**config.mk**
```make
export PLATFORM = sky130hd
export DESIGN_NAME = gate_sweep_ctrl
export DESIGN_NICKNAME = d
export VERILOG_FILES = /design/src/rtl/gate_sweep_pkg.sv /design/src/rtl/gate_sweep_ctrl_settle_timer.sv /design/src/rtl/gate_sweep_ctrl.sv
export SDC_FILE = /design/constraint.sdc
export NUM_CORES = 1
export LEC_CHECK = 0
export CAP_MARGIN = 30
export CORE_AREA = 2 2 68 44
export CTS_BUF_LIST = sky130_fd_sc_hd__clkbuf_4 sky130_fd_sc_hd__clkbuf_8 sky130_fd_sc_hd__clkbuf_16
export CTS_CLUSTER_SIZE = 8
export DETAILED_ROUTE_END_ITERATION = 8
export DIE_AREA = 0 0 70 46
export PLACE_DENSITY = 0.73
export SLEW_MARGIN = 20
export SYNTH_ARGS = -nofsm -noshare
export SYNTH_HDL_FRONTEND = slang
export SYNTH_SLANG_ARGS = --single-unit
```
**constraint.sdc**
```tcl
create_clock -name clk -period 1.6 [get_ports clk]
set_clock_uncertainty 0.05 [all_clocks]
set_input_delay 0.32 -clock clk [delete_from_list [all_inputs] [get_ports clk]]
set_output_delay 0.32 -clock clk [all_outputs]
set_load 0.005 [all_outputs]
```
**src/rtl/gate_sweep_pkg.sv**
```systemverilog
// Shared constants and state encoding for the gate sweep sequencer.
package gate_sweep_pkg;

   localparam int unsigned NUM_VEC = 4;
   localparam int unsigned IDX_W   = 2;
   localparam int unsigned CNT_W   = 4;
   localparam int unsigned ERR_W   = 3;
   localparam int unsigned ST_W    = 3;

   localparam logic [ST_W-1:0] ST_IDLE   = 3'd0;
   localparam logic [ST_W-1:0] ST_DRIVE  = 3'd1;
   localparam logic [ST_W-1:0] ST_WAIT   = 3'd2;
   localparam logic [ST_W-1:0] ST_SAMPLE = 3'd3;
   localparam logic [ST_W-1:0] ST_DONE   = 3'd4;

   typedef enum logic [ST_W-1:0] {
      S_IDLE   = ST_IDLE,
      S_DRIVE  = ST_DRIVE,
      S_WAIT   = ST_WAIT,
      S_SAMPLE = ST_SAMPLE,
      S_DONE   = ST_DONE
   } state_t;

   // Truth tables: bit i is f for {a,b} = i.
   localparam logic [NUM_VEC-1:0] AND_TT = 4'b1000;
   localparam logic [NUM_VEC-1:0] OR_TT  = 4'b1110;
   localparam logic [NUM_VEC-1:0] XOR_TT = 4'b0110;

endpackage

```
**src/rtl/gate_sweep_ctrl_settle_timer.sv**
```systemverilog
// Loadable 4-bit down-counter; expire is high in the cycle the count reads 1.
module settle_timer
   import gate_sweep_pkg::*;
(
   input  logic             clk,
   input  logic             rst,
   input  logic             load,
   input  logic [CNT_W-1:0] load_val,
   output logic             expire
);

   logic [CNT_W-1:0] cnt;

   // Count down to zero; expire is registered alongside the count it describes.
   always_ff @(posedge clk or posedge rst) begin
      if (rst) begin
         cnt    <= '0;
         expire <= 1'b0;
      end else if (load) begin
         cnt    <= load_val;
         expire <= (load_val == CNT_W'(1));
      end else if (cnt != '0) begin
         cnt    <= cnt - CNT_W'(1);
         expire <= (cnt == CNT_W'(2));
      end else begin
         expire <= 1'b0;
      end
   end

endmodule

```
**src/rtl/gate_sweep_ctrl.sv**
```systemverilog
// Self-test sequencer: drives ab = 00..11, waits SETTLE cycles, checks f against EXPECT.
module gate_sweep_ctrl
   import gate_sweep_pkg::*;
#(
   parameter logic [NUM_VEC-1:0] EXPECT = AND_TT,
   parameter int unsigned        SETTLE = 2
) (
   input  logic               clk,
   input  logic               rst,
   input  logic               start,
   input  logic               abort,
   input  logic               f,
   output logic               a,
   output logic               b,
   output logic               busy,
   output logic [IDX_W-1:0]   vec_idx,
   output logic               done,
   output logic               pass,
   output logic [NUM_VEC-1:0] fail_vec,
   output logic [ERR_W-1:0]   err_cnt
);

   state_t             state, state_nx;
   logic               a_nx, b_nx, busy_nx, done_nx, pass_nx;
   logic [IDX_W-1:0]   vec_idx_nx;
   logic [NUM_VEC-1:0] fail_vec_nx;
   logic [ERR_W-1:0]   err_cnt_nx;
   logic               load_c, expire, mismatch_c;

   assign mismatch_c = (f != EXPECT[vec_idx]);

   settle_timer u_timer (
      .clk      (clk),
      .rst      (rst),
      .load     (load_c),
      .load_val (CNT_W'(SETTLE)),
      .expire   (expire)
   );

   // State and all outputs registered together; outputs reflect the state being entered.
   always_ff @(posedge clk or posedge rst) begin
      if (rst) begin
         state    <= S_IDLE;
         a        <= 1'b0;
         b        <= 1'b0;
         busy     <= 1'b0;
         vec_idx  <= '0;
         done     <= 1'b0;
         pass     <= 1'b0;
         fail_vec <= '0;
         err_cnt  <= '0;
      end else begin
         state    <= state_nx;
         a        <= a_nx;
         b        <= b_nx;
         busy     <= busy_nx;
         vec_idx  <= vec_idx_nx;
         done     <= done_nx;
         pass     <= pass_nx;
         fail_vec <= fail_vec_nx;
         err_cnt  <= err_cnt_nx;
      end
   end

   // Next-state and next-output decode.
   always_comb begin
      state_nx    = state;
      a_nx        = a;
      b_nx        = b;
      vec_idx_nx  = vec_idx;
      pass_nx     = pass;
      fail_vec_nx = fail_vec;
      err_cnt_nx  = err_cnt;
      load_c      = 1'b0;

      case (state)
         S_IDLE: begin
            a_nx = 1'b0;
            b_nx = 1'b0;
            if (start) begin
               state_nx    = S_DRIVE;
               vec_idx_nx  = '0;
               fail_vec_nx = '0;
               err_cnt_nx  = '0;
               pass_nx     = 1'b0;
            end
         end
         S_DRIVE, S_WAIT, S_SAMPLE: begin
            if (abort) begin
               state_nx = S_IDLE;
               a_nx     = 1'b0;
               b_nx     = 1'b0;
               pass_nx  = 1'b0;
            end else if (state == S_DRIVE) begin
               {a_nx, b_nx} = vec_idx;
               load_c       = 1'b1;
               state_nx     = (SETTLE == 0) ? S_SAMPLE : S_WAIT;
            end else if (state == S_WAIT) begin
               if (expire) state_nx = S_SAMPLE;
            end else begin
               if (mismatch_c) begin
                  fail_vec_nx[vec_idx] = 1'b1;
                  err_cnt_nx           = err_cnt + ERR_W'(1);
               end
               if (vec_idx == IDX_W'(NUM_VEC - 1)) begin
                  state_nx = S_DONE;
                  a_nx     = 1'b0;
                  b_nx     = 1'b0;
                  pass_nx  = (err_cnt == '0) && !mismatch_c;
               end else begin
                  vec_idx_nx = vec_idx + IDX_W'(1);
                  state_nx   = S_DRIVE;
               end
            end
         end
         S_DONE:  state_nx = S_IDLE;
         default: state_nx = S_IDLE;
      endcase

      busy_nx = (state_nx == S_DRIVE) || (state_nx == S_WAIT) || (state_nx == S_SAMPLE);
      done_nx = (state_nx == S_DONE);
   end

endmodule

```
==> results.ini <==
[status]
status = complete, no violations

[drt]
wl_met3_um = 163
via_per_inst = 5.36
ant_nets = 0
drc = 0
wl_met1_um = 1250
dr.max_layer_used = met4
drt_wl_total_um = 2660
drt_iter0_drc = 61
route.met2.wl_um = 1220
drt_first_pass_iters = 5
wl_per_cell_um = 14.9
vias = 954

[floorplanning]
die_area_mm2 = 0.00322
initial_core_util_pct = 44.4
row_count = 15
core-area_mm2 = 0.00267
fp.dieW_um = 70
fp.dieH_um = 46
io_pins = 19

[worst_setup_path]
cp_slowest_cell = dfrtp_1
cp.required_ns = 1.70
crit_family = compound AO/OA/AOI/OAI gates
critPathLaunchType = flop
arrival_ns = 1.68
reg2reg_to = vec_idx[1]
crit_top_cell = a211o_1
worst-path-max-fanout = 8
path_cells = ha_4 > a211o_1 > o211a_1 > a211o_1
reg2reg_from = vec_idx[1]
path_buf_inv = 0
r2r_cells = 4
ff2ff_setup_slack_ns = 0.02
crit_type = reg2reg
setup.worst_path.end_class = flop
cpPeakStageDelay_ns = 0.44

[cts]
clock_path_buffers = 2
root_buffer = clkbuf_8
clock_latency_ns = 0.26
tritoncts = built
numClockSinks = 22
htree_num_levels = 1
numCtsBuffers = 3
clkTransAtPathRegs_ns = 0.08

[finish]
area.growth.synth_to_final_pct = 35.9
nNetsFinal = 160
final_cell_mix = 22 x dfrtp_1, 17 x buf_4, 15 x clkdlybuf4s50_1
stdcell_count = 178
antenna_cells = 0
final_common_cell = dfrtp_1
post_route_cells_drive_above_1_share_pct = 25.7
post-route-util_pct = 60.3

[yosys]
synthCells = 109
synth-seq-area-share_pct = 46.6
async_flop_share_pct = 100
ys_ff_latch = 22
synth.distinct_cells = 38
ys.flop_type = dfrtp_1
synth_edf_count = 0
synth_area_mm2 = 0.00118
syn_avg_cell_area_um2 = 10.8
yosys_warnings = 0
synthesis.nets = 123

[place]
dp_hpwl_um = 1940
placedCellCount = 172
gp_congestion = 0.833
port_buffers = 18

[global_route]
grt_pass1_vias = 874
grt_pass1_wl_um = 4310
grt_max_degree = 23
track_usage_pct = 18.1
grt_overflow = 0
antenna_found_initial = 0

[pwr]
vdd_drop_max_uv = 837
power_density_mw_per_mm2 = 1410
p_leak_uw = 0.000789
total_power_uw = 2270

[timing]
holdWs_ns = 0.340
period_share_pct = 98.9
slew_headroom_pct = 71.9
finalSetupViolCount = 0
finalMaxSlewViolations = 0
finalHoldViolCount = 0
period_minus_slack_ns = 1.58
max_freq_mhz = 632
tightest_slew_ns = 0.417

[run]
cap_violations = 0

[worst_hold_path]
hold_path_class = in2async

==> kinds of logic after synthesis <==
logic type      count (synthesis)  synth area share [%]
buf+inv                        15                  5.71
fa+ha+maj                       9                  9.52
compound gates                 24                  15.5
mux                             3                  2.65
flops                          22                  46.6
simple gates                   33                  17.2
xor+xnor                        3                  2.86
==> worst reg2reg max path: stages, from the launching register on <==
cell,delay (ns)
dfrtp_1,0.44
ha_4,0.23
a211o_1,0.32
o211a_1,0.22
a211o_1,0.22
==> cells in the mapped netlist, types with 2 or more instances <==
cell / count / share of area [%]
a21oi_1: 3 / 1.3
nand2b_1: 5 / 2.6
a211o_1: 3 / 2.2
mux2i_1: 2 / 1.7
a31o_2: 2 / 1.5
nand2_1: 3 / 0.95
inv_1: 11 / 3.5
dfrtp_1: 22 / 47
nor2_1: 10 / 3.2
ha_1: 9 / 9.5
buf_2: 3 / 1.3
a31oi_1: 5 / 2.6
a211oi_1: 3 / 1.9
nor2b_1: 2 / 1.1
a22o_1: 2 / 1.5
and2_1: 2 / 1.1
==> registers in the layout, summed over array words and instances (netlist names) <==
name,flops
a,1
busy,1
b,1
err_cnt,3
vec_idx,2
state,3
u_timer.cnt,4
pass,1
fail_vec,4
u_timer.expire,1
done,1
==> metal layers <==
metal  vias to the layer above  global-route usage (%)
met3                         2                    5.53
met5                         -                       0
li1                        453                       -
met4                         0                    5.77
met2                        36                    29.3
met1                       463                    24.0
==> per-stage QoR <==
step           worst slack, ns  cell area, um2  TNS (ns)
2_1_floorplan         -0.00392            1190  -0.00392
4_1_cts                 0.0168            1560         0
3_5_place_dp            -0.293            1490     -1.96
6_report                0.0179            1610         0
3_3_place_gp            -0.274            1490     -1.71
5_1_grt                -0.0236            1610   -0.0236
==> cell type report <==
cell class / instances / area (um2)
Clock buffer: 3 / 41.3
Fill cell: 229 / 1060
Inverter: 11 / 41.3
Multi-Input combinational cell: 72 / 612
Sequential cell: 22 / 551
Tap cell: 34 / 42.5
Timing Repair Buffer: 36 / 319
==> where the power goes <==
group	switching (uW)	internal [uW]
Sequential	109	700
Clock	171	168
Combinational	556	567
Total	836	1430
==> worst max-delay path by stage <==
| stage | cells past startpoint | start | end | slack (ns) |
|---|---|---|---|---|
| 4_1_cts | 4 | start | pass | 0.02 |
| 3_5_place_dp | 4 | start | pass | -0.29 |
| 3_3_place_gp | 4 | start | pass | -0.27 |
| 2_1_floorplan | 5 | vec_idx[1] | vec_idx[1] | -0.004 |
| 5_1_grt | 4 | vec_idx[1] | vec_idx[1] | -0.02 |
| 6_report | 4 | vec_idx[1] | vec_idx[1] | 0.02 |
==> what timing repair did <==
| action | 4_1_cts | 5_1_grt |
|---|---|---|
| gates resized for setup | 4 | 8 |
| endpoints found under the setup margin | 3 | 6 |
| buffers inserted | 2 | 1 |
| hold buffers | 0 | 0 |
| pin swaps | 0 | 3 |
Power figures use the tool's default switching activity.
